<file path="config.mk">
export PLATFORM = sky130hd
export DESIGN_NAME = seq_mul
export DESIGN_NICKNAME = d
export VERILOG_FILES = /design/src/rtl/seq_mul.sv
export SDC_FILE = /design/constraint.sdc
export NUM_CORES = 1
export LEC_CHECK = 0
export CAP_MARGIN = 10
export CORE_MARGIN = 3
export CORE_UTILIZATION = 51
export DETAILED_ROUTE_END_ITERATION = 6
export GPL_ROUTABILITY_DRIVEN = 0
export PLACE_DENSITY_LB_ADDON = 0.05
export SETUP_SLACK_MARGIN = 0.05
export SYNTH_ARGS = -nofsm -noshare
export SYNTH_HDL_FRONTEND = slang
export SYNTH_SLANG_ARGS = --single-unit
</file>
<file path="constraint.sdc">
create_clock -name clk -period 2.2 [get_ports clk]
set_clock_uncertainty 0.1 [all_clocks]
set_input_delay 0.33 -clock clk [delete_from_list [all_inputs] [get_ports clk]]
set_output_delay 0.33 -clock clk [all_outputs]
set_load 0.01 [all_outputs]
</file>
<file path="src/rtl/seq_mul.sv">
// Iterative shift-and-add multiplier: one multiplier bit per clock, WIDTH-cycle fixed latency.
// Optional SEQ_MUL_SIGNED_EN adds a signed_op input for two's-complement operands.
module seq_mul #(
  parameter  int WIDTH = 8,
  localparam int CNT_W = $clog2(WIDTH + 1)
) (
  input  logic               clk,
  input  logic               rst,
  input  logic               start,
  input  logic [WIDTH-1:0]   in1,
  input  logic [WIDTH-1:0]   in2,
`ifdef SEQ_MUL_SIGNED_EN
  input  logic               signed_op,
`endif
  output logic               busy,
  output logic               done,
  output logic [2*WIDTH-1:0] out
);

  typedef enum logic [0:0] {IDLE, RUN} state_t;

  localparam logic [CNT_W-1:0] LAST_CNT = CNT_W'(WIDTH - 1);

  state_t               state_q, state_d;
  logic [2*WIDTH-1:0]   acc_q, acc_d;
  logic [2*WIDTH-1:0]   mcand_q, mcand_d;
  logic [WIDTH-1:0]     mplier_q, mplier_d;
  logic [CNT_W-1:0]     cnt_q, cnt_d;
  logic                 busy_q, busy_d;
  logic                 done_q, done_d;
  logic [2*WIDTH-1:0]   out_q, out_d;
  logic                 sign_q, sign_d;

  logic [WIDTH-1:0]     op1, op2;
  logic                 op_sign;
  logic [2*WIDTH-1:0]   acc_sum;
  logic [2*WIDTH-1:0]   result;

  // Operands are reduced to magnitudes at capture; the iteration itself is always unsigned.
`ifdef SEQ_MUL_SIGNED_EN
  always_comb begin
    op1     = (signed_op && in1[WIDTH-1]) ? (~in1 + WIDTH'(1)) : in1;
    op2     = (signed_op && in2[WIDTH-1]) ? (~in2 + WIDTH'(1)) : in2;
    op_sign = signed_op & (in1[WIDTH-1] ^ in2[WIDTH-1]);
  end
`else
  always_comb begin
    op1     = in1;
    op2     = in2;
    op_sign = 1'b0;
  end
`endif

  always_comb begin
    acc_sum = mplier_q[0] ? (acc_q + mcand_q) : acc_q;
    result  = sign_q ? (~acc_sum + (2*WIDTH)'(1)) : acc_sum;
  end

  always_comb begin
    state_d  = state_q;
    acc_d    = acc_q;
    mcand_d  = mcand_q;
    mplier_d = mplier_q;
    cnt_d    = cnt_q;
    busy_d   = busy_q;
    done_d   = 1'b0;
    out_d    = out_q;
    sign_d   = sign_q;
    case (state_q)
      IDLE: begin
        if (start) begin
          mcand_d  = {{WIDTH{1'b0}}, op1};
          mplier_d = op2;
          sign_d   = op_sign;
          acc_d    = '0;
          cnt_d    = '0;
          busy_d   = 1'b1;
          state_d  = RUN;
        end
      end
      RUN: begin
        acc_d    = acc_sum;
        mcand_d  = mcand_q << 1;
        mplier_d = mplier_q >> 1;
        cnt_d    = cnt_q + CNT_W'(1);
        if (cnt_q == LAST_CNT) begin
          out_d   = result;
          done_d  = 1'b1;
          busy_d  = 1'b0;
          state_d = IDLE;
        end
      end
      default: state_d = IDLE;
    endcase
  end

  always_ff @(posedge clk or posedge rst) begin
    if (rst) begin
      state_q  <= IDLE;
      acc_q    <= '0;
      mcand_q  <= '0;
      mplier_q <= '0;
      cnt_q    <= '0;
      busy_q   <= 1'b0;
      done_q   <= 1'b0;
      out_q    <= '0;
      sign_q   <= 1'b0;
    end else begin
      state_q  <= state_d;
      acc_q    <= acc_d;
      mcand_q  <= mcand_d;
      mplier_q <= mplier_d;
      cnt_q    <= cnt_d;
      busy_q   <= busy_d;
      done_q   <= done_d;
      out_q    <= out_d;
      sign_q   <= sign_d;
    end
  end

  assign busy = busy_q;
  assign done = done_q;
  assign out  = out_q;

endmodule

</file>
==> results of run 1 <==
## worst reg2reg max path: stages (launching register included)
cell	delay (ns)
dfrtp_1	0.38
ha_2	0.20
fa_2	0.35
a21o_4	0.22
a221oi_4	0.28
a21o_4	0.21
o21ai_4	0.07
mux2i_1	0.13
a211o_1	0.26
## cell families (layout without fill, tap and decap cells)
family          Yosys count  after routing  share of synthesized area
mux                      27             27                     0.0779
fa+ha+maj                17             17                     0.0635
buf+inv                  28             92                     0.0379
xor+xnor                 12             12                     0.0303
compound gates          110            110                      0.198
simple gates            104            104                      0.138
flops                    63             63                      0.454
## registers in the layout, indices dropped and copies added, names as in the netlist
signal and cells:
state_q 1, busy 1, cnt_q 4, acc_q 16, mplier_q 8, mcand_q 16
out 16, done 1
## per-layer routing
layer	wire, um	vias up	share of wire
li1	-	1419	-
met1	3560	1354	0.47
met2	3570	60	0.47
met3	305	21	0.040
met4	197	0	0.026
met5	0	-	0
## placed cells by master (no fill, tap or decap), drive strengths merged, types with 3 or more instances in the layout
cell            n
clkbuf         13
dfrtp          63
a211o           4
ha             16
nor2            8
o22ai           6
nor3b           6
xor2            3
a22o            4
nand3           8
nand4           3
nand2          65
inv             6
mux2i          27
clkdlybuf4s50  36
a21oi          22
a32o            4
xnor2           9
o21ai          52
a21o            6
buf            35
nand4b          3
## repair_timing
action | 4_1_cts | 5_1_grt
buffers inserted | 3 | 1
endpoints found under the setup margin | 16 | 20
pin swaps | 8 | 5
hold endpoints to repair | 0 | 0
gates resized for setup | 7 | 10
## final cells by class
type | count | area [um^2]
clock buffers | 13 | 159
clock inverters | 1 | 5.00
fillers | 521 | 2100
inverters | 7 | 26.3
multi-input cells | 270 | 1860
flip-flops and latches | 63 | 1580
well taps | 77 | 96.3
repair buffers | 71 | 636
## final timing paths
path                                           endpoint  cells past startpoint
worst max-delay path                out[12]$_DFFE_PP0P_                      8
worst min register to register  mplier_q[2]$_DFFE_PP0P_                      2
worst min-delay path               acc_q[0]$_DFFE_PP0P_                      3
worst max register to register      out[12]$_DFFE_PP0P_                      8
min in group clk                mplier_q[2]$_DFFE_PP0P_                      2
max in group asynchronous            out[8]$_DFFE_PP0P_                      3
## report_power, final
| part | total, mW | switching (mW) | internal, mW |
|---|---|---|---|
| combinational | 2.90 | 1.49 | 1.41 |
| clock | 0.880 | 0.423 | 0.457 |
| sequential | 2.00 | 0.380 | 1.62 |
==> flow_metrics.py, run 1 <==
metrics = {
    "outcome": {
        "outcome": "finished with violations",
        "failed_checks": "negative setup slack",
    },
    "setup_path": {
        "reg2reg_from": "mcand_q[0]$_DFFE_PP0P_",
        "crit_top_cell": "a21o_4",
        "crit_buf_inv": 0,
        "critPathMaxStageDelay_ns": 0.38,
        "r2r_slack_ns": -0.12,
        "slowest_stage": "dfrtp_1",
        "cp-start-kind": "register",
        "crit_type": "reg -> reg",
        "cp_max_fo": 3,
        "critical_path.top_delay_family": "compound AO/OA/AOI/OAI gates",
        "setup.worst_path.start": "mcand_q[0]$_DFFE_PP0P_",
        "crit_required_ns": 2.33,
        "arrival_ns": 2.45,
        "crit_chain": "ha_2 -> fa_2 -> a21o_4 -> a221oi_4 -> a21o_4 -> o21ai_4 -> mux2i_1 -> a211o_1",
        "endpoint_kind": "register",
    },
    "synth": {
        "yosysUniqueCellTypes": 50,
        "ys_seq_elements": 63,
        "synth.most_common_cell": "nand2_1",
        "synth_cells": 361,
        "yosys-top-cells-count": "nand2_1 (64), dfrtp_1 (63), o21ai_0 (49)",
        "avgSynthCellArea_um2": 9.61,
        "synth_flop_cell": "dfrtp_1",
        "synth_area_mm2": 0.00347,
        "synth_top_area_cell": "dfrtp_1",
        "synth_area_leaders": "dfrtp_1 (45%), mux2i_1 (7.8%), o21ai_0 (7.1%), nand2_1 (6.9%), ha_1 (5.8%)",
        "synth.top_cell.area_share": 0.454,
        "yosysSeqAreaShare": 0.454,
        "ys_warn_count": 0,
        "synth_edf_count": 0,
        "syn_nets": 397,
        "synthArstFlopShare": 1.00,
    },
    "placement": {
        "dpl_cell_area_mm2": 0.00408,
        "dp.cells": 484,
        "hpwl_um": 5360,
        "post-place-ws_ns": -0.244,
        "io_buffer_count": 36,
    },
    "sta": {
        "max_freq_mhz": 431,
        "worstMarginPinSlew_ns": 0.417,
        "slew_headroom": 0.722,
        "drv_slew": 0,
        "layout_min_cycle_time_ns": 2.32,
        "worst_slack_ns": -0.119,
        "timing.final.crit_share": 1.05,
        "setup_viol": 12,
        "rsz0062_at_grt": "yes",
        "hold_ws_ns": 0.266,
        "fin_tns_setup_ns": -0.810,
        "hold_violations": 0,
    },
    "layout": {
        "antennaDiodeCount": 0,
        "final_cell_area_mm2": 0.00436,
        "drive_above_1_share": 0.167,
        "layoutNonFillerInstCount": 502,
        "syn_to_final_growth_pct": 25.6,
        "nets": 458,
        "final_util": 0.675,
    },
    "die": {
        "coreArea_mm2": 0.00646,
        "rows": 29,
        "die_w_um": 88.5,
        "io-pin-count": 37,
        "start_util": 0.537,
        "die_y_um": 88.5,
        "dieArea_mm2": 0.00783,
    },
    "clock_network": {
        "numCtsBuffers": 9,
        "clk_path_buf_depth": 2,
        "root_buffer": "clkbuf_8",
        "postCtsHoldBufs": 0,
        "h-tree-depth": 3,
        "cts_tree": "yes",
        "cts.sinks": 63,
        "clk_pin_slew_ns": 0.07,
        "clk_latency_ns": 0.34,
    },
    "global_route": {
        "antenna_found_initial": 0,
        "grt.met3_usage": 0.0391,
        "grt_util_met1": 0.269,
        "use_met2": 0.350,
        "groute.usage.overall": 0.215,
        "top_usage_layer": "met2",
        "grt_pass1_vias": 2815,
        "grt_pass1_wl_um": 12900,
        "grt-ovfl-total": 0,
        "grt_max_degree": 64,
    },
    "drt": {
        "postRouteAntennaNets": 0,
        "viasPerCell": 5.69,
        "drt-wirelength-per-cell_um": 15.2,
        "drt_iter0_markers": 170,
        "post-route-drc-count": 0,
        "dr.pass1.iters": 4,
        "wl_um": 7640,
        "num_vias": 2854,
    },
    "power_and_ir_drop": {
        "p_total_mw": 5.78,
        "vdd_drop_max_uv": 660,
        "power.leakage_nw": 1.95,
        "powerDensity_mw_per_mm2": 1330,
    },
    "min_path": {
        "hp-class": "in -> async",
    },
    "flow_run": {
        "drv_cap": 0,
    },
}
No activity file was read; power rests on OpenSTA's default activity.
==> inputs of run 2 (changes only) <==
--- a/config.mk
+++ b/config.mk
@@ -8,3 +8,3 @@
 export CAP_MARGIN = 10
-export CORE_MARGIN = 3
+export CORE_MARGIN = 5
 export CORE_UTILIZATION = 51
==> constraint.sdc (replaced) <==
create_clock -name clk -period 2.2 [get_ports clk]
set_clock_uncertainty 0.1 [all_clocks]
set_input_delay 0.22 -clock clk [delete_from_list [all_inputs] [get_ports clk]]
set_output_delay 0.22 -clock clk [all_outputs]
set_load 0.01 [all_outputs]
==> run 2 against run 1 <==
The flow still finishes with violations (negative setup slack). Wire length is 2.2% higher. Total power is 2.1% higher. Sequential power hardly changed. Critical path depth stayed put. Register-to-register slack worse by 0.07 ns. Core utilization is 2.2 points lower. Critical path type unchanged.
==> flow_metrics.py, run 2 (synthesis gave the netlist of run 1 again) <==
metrics = {
    "outcome": {
        "outcome": "finished with violations",
        "failed_checks": "negative setup slack",
    },
    "sta": {
        "max_freq_mhz": 419,
        "hold_ws_ns": 0.0463,
        "rsz0062_at_grt": "yes",
        "slew_headroom": 0.722,
        "layout_min_cycle_time_ns": 2.39,
        "timing.final.crit_share": 1.09,
        "drv_slew": 0,
        "setup_viol": 16,
        "worstMarginPinSlew_ns": 0.417,
        "hold_violations": 0,
        "worst_slack_ns": -0.189,
    },
    "setup_path": {
        "reg2reg_from": "mcand_q[0]$_DFFE_PP0P_",
        "setup.worst_path.start": "mcand_q[0]$_DFFE_PP0P_",
        "crit_type": "reg -> reg",
        "slowest_stage": "dfrtp_1",
        "crit_required_ns": 2.33,
        "endpoint_kind": "register",
        "cp_max_fo": 3,
        "r2r_slack_ns": -0.19,
        "critPathMaxStageDelay_ns": 0.38,
        "r2r-end": "out[12]$_DFFE_PP0P_",
        "arrival_ns": 2.52,
        "rr_worst_depth": 8,
        "cp-start-kind": "register",
        "crit_chain": "ha_2 -> fa_2 -> a21o_4 -> a221oi_4 -> a21o_1 -> o21ai_2 -> mux2i_1 -> a211o_1",
    },
    "placement": {
        "post-place-ws_ns": -0.198,
        "hpwl_um": 5640,
        "dpl_cell_area_mm2": 0.00409,
        "dp.cells": 488,
        "io_buffer_count": 36,
    },
    "layout": {
        "layoutNonFillerInstCount": 508,
        "final_common_cell": "nand2_1",
        "antennaDiodeCount": 0,
        "ff_latch_area_mm2": 0.00158,
        "final_cell_mix": "nand2_1 (64), dfrtp_1 (63), o21ai_0 (41)",
        "final_cell_area_mm2": 0.00439,
        "syn_to_final_growth_pct": 26.4,
        "nets": 459,
        "drive_above_1_share": 0.168,
        "final_util": 0.653,
        "fillers": 543,
        "multi_input_area_mm2": 0.00183,
    },
    "power_and_ir_drop": {
        "power.leakage_nw": 1.98,
        "powerDensity_mw_per_mm2": 1350,
        "vdd_drop_max_uv": 644,
    },
    "drt": {
        "viasPerCell": 5.56,
        "postRouteAntennaNets": 0,
        "wl_um": 7810,
        "num_vias": 2825,
        "dr.pass1.iters": 4,
        "post-route-drc-count": 0,
        "drt_iter0_markers": 142,
        "drt-wirelength-per-cell_um": 15.4,
    },
    "min_path": {
        "hp-class": "in -> async",
    },
    "die": {
        "coreArea_mm2": 0.00672,
        "start_util": 0.516,
        "io-pin-count": 37,
        "die_y_um": 92.5,
        "die_w_um": 92.5,
        "rows": 30,
        "dieArea_mm2": 0.00855,
    },
    "clock_network": {
        "cts.sinks": 63,
        "numCtsBuffers": 9,
        "h-tree-depth": 3,
        "root_buffer": "clkbuf_8",
        "clk_path_buf_depth": 2,
        "postCtsHoldBufs": 0,
        "clk_pin_slew_ns": 0.07,
        "clk_latency_ns": 0.35,
        "cts_tree": "yes",
    },
    "global_route": {
        "antenna_found_initial": 0,
        "groute.usage.overall": 0.199,
        "grt_pass1_vias": 2842,
        "grt_pass1_wl_um": 13400,
        "grt_max_degree": 32,
        "grt-ovfl-total": 0,
    },
    "flow_run": {
        "drv_cap": 0,
    },
}
[run 2: changes by cell type in the layout (fill, tap and decap cells not counted), moves of 2 or more]
| cell | delta |
|---|---|
| o21ai_1 | +3 |
| clkbuf_1 | -2 |
| o21ai_0 | -2 |
| xor2_2 | -2 |
| xor2_1 | +2 |
[run 2: final cells by class]
| cell class | instances | share of cell area |
|---|---|---|
| Clock buffer | 11 | 0.0345 |
| Clock inverter | 5 | 0.0128 |
| Inverter | 7 | 0.00599 |
| Multi-Input combinational cell | 270 | 0.418 |
| Sequential cell | 63 | 0.359 |
| Tap cell | 80 | 0.0228 |
| Timing Repair Buffer | 72 | 0.147 |
[run 2: power breakdown]
group          switching, mW  leakage (nW)  internal [mW]
Clock                  0.463         0.105          0.582
Combinational           1.50          1.05           1.38
Sequential             0.362         0.822           1.62
[run 2: what timing repair did]
action | CTS | global route
pin swaps | 17 | 2
buffers inserted | 4 | 1
resized for setup | 11 | 4
endpoints found under the setup margin | 18 | 20
gates cloned | 0 | 0
[run 2: per-layer routing]
layer / part of all wire / track usage / routed length, um
met5: 0 / 0 / 0
met4: 0.014 / 0.0693 / 112
met3: 0.029 / 0.0447 / 228
met2: 0.49 / 0.326 / 3810
met1: 0.47 / 0.258 / 3660
[run 2: critical path, delay by kind of cell (launching register included)]
| kind | cells | cell delay (ns) |
|---|---|---|
| mux | 1 | 0.13 |
| flops | 1 | 0.38 |
| fa+ha+maj | 2 | 0.57 |
| compound gates | 5 | 1.08 |
[run 2: metrics by stage]
| step | setup TNS [ns] | power, mW |
|---|---|---|
| after floorplan | -0.246 | 3.77 |
| after global placement | -0.883 | 4.65 |
| after detailed placement | -1.24 | 4.74 |
| after CTS | -1.12 | 5.88 |
| after global routing | -3.71 | 6.37 |
| final | -1.70 | 5.90 |
[run 2: how the worst max path moves through the flow]
stage | to | slack (ns) | depth (start not counted)
floorplan | out[12]$_DFFE_PP0P_ | -0.10 | 8
global placement | out[12]$_DFFE_PP0P_ | -0.15 | 8
detailed placement | out[12]$_DFFE_PP0P_ | -0.20 | 8
CTS | out[12]$_DFFE_PP0P_ | -0.20 | 8
global route | out[12]$_DFFE_PP0P_ | -0.29 | 8
finish | out[12]$_DFFE_PP0P_ | -0.19 | 8
==> RTL change 1 (flow settings as in run 2) <==
The option `SEQ_MUL_SIGNED_EN` is turned on by a define.
--- a/src/rtl/seq_mul.sv
+++ b/src/rtl/seq_mul.sv
@@ -1,5 +1,7 @@
 // Iterative shift-and-add multiplier: one multiplier bit per clock, WIDTH-cycle fixed latency.
 // Optional SEQ_MUL_SIGNED_EN adds a signed_op input for two's-complement operands.
+`define SEQ_MUL_SIGNED_EN
+
 module seq_mul #(
   parameter  int WIDTH = 8,
   localparam int CNT_W = $clog2(WIDTH + 1)
Interface: changed (added signed_op); port bits go from 37 to 38. No check against the original RTL was run, so the function may have changed too.
==> RTL change 1 against run 2 <==
The run still ends with setup timing left; cell area increased by 44%; utilization increased by 13 points; critical path depth increased by 4; sequential cell count increased by 1; fmax decreased by 20%; sequential share of layout area decreased by 11 points; area after synthesis increased by 22%; setup slack got worse by 0.60 ns; routed wire length increased by 68%.
Power is not compared: it rests on default switching activity, and its combinational part moved more than twofold at a synthesized area within 25%.
==> RTL change 1: results (changes against run 2) <==
Clocking
  – Postcts setup bufs: 12 (+8)
  – Post-CTS Resized: 67 (+56)

Critical path
  – Peak fanout along the critical path: 4 (+1)
  – R2r startpoint: acc_q[0]$_DFFE_PP0P_
  – Crit. Startpoint: acc_q[0]$_DFFE_PP0P_

Cells and area
  – Post-route cell area: 6340 sq um (+44%)
  – Count of non-CTS buffers in the layout: 157 (+120%)
  – Layout cells sized above 1: 33.9% (+17 points)
  – Buffering overhead: 21.3% (+6.6 points)

Global route
  – M1 GR Usage: 32.9% (+7.2 points)
  – Grt met3 use: 4.29% (-0.18 points)
  – Global-route wire length before repair: 20,000 microns (+49%)

Logic synthesis
  – Most instantiated cells after synthesis: nand2_1 (103), o21ai_0 (66), dfrtp_1 (64)
  – Compound-Gate Fraction of Synth Area: 25.4% (+5.6 points)
  – Post-Synth Adder-Cell Area: 6.09% (-0.26 points)

Run status
  – Status: finished with violations
  – Failing checks: setup timing

Drt
  – Via count: 4,392 (+55%)
  – WL per Instance: 17.3 microns (+13%)
  – M1 WL: 5630 microns (+54%)
  – TritonRoute pass-1 iters: 5 (+1)

Die
  – Core ar.: 8130 sq um (+21%)

STA
  – Finish-stage setup viols: 24 (+8)
  – Setup_tns: -10.04 ns (-8.34 ns)
  – Slew @ Worst Pin: 0.565 ns (+0.148 ns)
  – Setup WS post-layout: -0.787 ns (-0.598 ns)
-- RTL change 1: cell count changes after synthesis, moves of 10 or more --
cell     before  now
nor2_1        8   24
mux2i_1      27    5
o21ai_1       1   12
o21ai_0      49   66
inv_1         5   15
nand2_1      64  103
-- RTL change 1: path summary, 6_finish.rpt --
path | slack, ns | end | depth (start not counted)
min reg2reg | 0.38 | mplier_q[5]$_DFFE_PP0P_ | 2
min in group clk | 0.38 | mplier_q[5]$_DFFE_PP0P_ | 2
min | 0.03 | mplier_q[6]$_DFFE_PP0P_ | 2
max reg2reg | -0.79 | out[15]$_DFFE_PP0P_ | 12
max in group asynchronous | 1.43 | acc_q[1]$_DFFE_PP0P_ | 3
max | -0.79 | out[15]$_DFFE_PP0P_ | 12
-- RTL change 1: where the power goes --
| part | internal, mW | switching, mW |
|---|---|---|
| Clock | 0.542 | 0.464 |
| Sequential | 1.65 | 0.439 |
| Combinational | 3.31 | 3.32 |
==> RTL change 2 (settings of run 2) <==
Made on the original files. Reset style: synchronous (`rst`), changed in one clocked block.
--- a/src/rtl/seq_mul.sv
+++ b/src/rtl/seq_mul.sv
@@ -94,7 +94,7 @@
     endcase
   end
 
-  always_ff @(posedge clk or posedge rst) begin
+  always_ff @(posedge clk) begin
     if (rst) begin
       state_q  <= IDLE;
       acc_q    <= '0;
Function: differs if rst is asserted again (counterexample within 4 cycles, from zero or initial values and one cycle with rst high); with rst held inactive, the same outputs for 4 cycles.
==> RTL change 2 against run 2 <==
Cell area down 1.2%; setup slack better by 0.23 ns; sequential cell count unchanged; via count up 5.9%; area after synthesis down 1.3%; sequential share of layout area down 6.6 points; routed wire length up 2.1%.
Power is not compared: it rests on default switching activity, and its combinational part moved more than twofold at a synthesized area within 25%.
==> RTL change 2: results (changes against run 2) <==
Place
  – Dpl ws: -0.0450 ns (+0.153 ns)
  – Port bufs: 36 (unchanged)
  – Cell area after placement: 3930 sq um (-4.1%)
  – Placed cells: 508 (+4.1%)
  – Final HPWL DP: 5470 microns (-3.1%)

Logic synthesis
  – Post-synthesis cell type count: 55 (+10%)
  – Synth area leaders: dfxtp_1 (37%), nor2_1 (7.9%), mux2i_1 (7.0%)
  – Syn Inst Count: 401 (+11%)
  – Post-synth top flop: dfxtp_1
  – Most instantiated cells after synthesis: nor2_1 (72), dfxtp_1 (63), a21oi_1 (47)
  – Syn nets: 437 (+10%)
  – Sequential-to-total area share from yosys stat: 36.8% (-8.6 points)
  – Asr flop ratio synth: 0% (-100 points)

Global route
  – Global-route wire length before repair: 13,500 microns (+0.36%)
  – Vias in the first global route: 2,868 (+0.91%)
  – GRT met2 Usage: 32.0% (-0.63 points)
  – M1 GR Usage: 24.9% (-0.86 points)
  – Antenna violations before repair: 0 (unchanged)
  – Largest net degree at the start of global routing: 45 (+41%)
  – Grt met3 use: 3.85% (-0.62 points)
  – Overall routing resource usage: 19.5% (-0.31 points)

Drt
  – M1 WL: 3840 microns (+4.9%)
  – Via count: 2,991 (+5.9%)
  – DR WL met2: 3670 microns (-3.6%)
  – Post-Route WL: 7970 microns (+2.1%)
  – Met3 Routed Length: 286 microns (+25%)
  – Initial DRC count: 126 (-11%)

Cells and area
  – Fin cells: 527 (+3.7%)
  – Fillcell total: 538 (-0.92%)
  – Layout cells sized above 1: 18.2% (+1.4 points)
  – Fin nets: 482 (+5.0%)

STA
  – Fmax: 462 MHz (+10%)
  – WHS: 0.290 ns (+0.244 ns)
  – Slew @ Worst Pin: 0.637 ns (+0.220 ns)
  – Max Slew Vio Count: 0 (unchanged)

Critical path
  – R2R depth: 9 (+1)
  – Critical Path End: acc_q[12]$_SDFFE_PP0P_
  – R2r setup slk: 0.04 ns (+0.23 ns)
  – Critical Path AT: 2.34 ns (-0.18 ns)
  – R2r startpoint: mcand_q[0]$_SDFFE_PP0P_
  – Peak fanout along the critical path: 4 (+1)
  – CP Class: reg2reg

Power
  – Clock group: 1.17 mW
  – Seq group: 1.19 mW

Run status
  – Status: finished clean

Clocking
  – Postcts setup bufs: 2 (-2)
  – CTS HTree Levels: 3 (unchanged)
  – TritonCTS buffer count: 9 (unchanged)
  – Clock transition at the registers of the reported paths: 0.07 ns (about the same)
  – Post-CTS Resized: 6 (-5)

Hold path
  – Hold depth: 2
  – Hold crit path type: in2reg
-- RTL change 2: kinds of logic (layout without fill, tap and decap cells) --
family,after synthesis,in the layout,synth area share [%]
xor+xnor,12,12,3.07
mux,25,25,7.46
simple gates,141,141,20.0
fa+ha+maj,17,17,6.43
compound gates,110,110,20.9
buf+inv,33,82,5.30
flops,63,63,36.8
-- RTL change 2: cell type report --
class                      instances  area (sq um)  share of cell area (%)
sequential                        63          1270                    29.3
timing repair buffer              62           592                    13.7
clock inverter                     3          65.1                    1.50
clock buffer                      12           165                    3.81
multi-input combinational        305          2130                    49.1
tap                               77          96.3                    2.22
inverter                           5          18.8                   0.433
-- RTL change 2: worst max-delay path, stage by stage (launching register included) --
cell and delay [ns]:
dfxtp_2 0.34, ha_4 0.16, fa_2 0.34, a21o_4 0.23, a22o_1 0.21, o21ai_4 0.22, buf_6 0.15, o211a_1 0.15
o21ai_1 0.06, a21oi_1 0.15
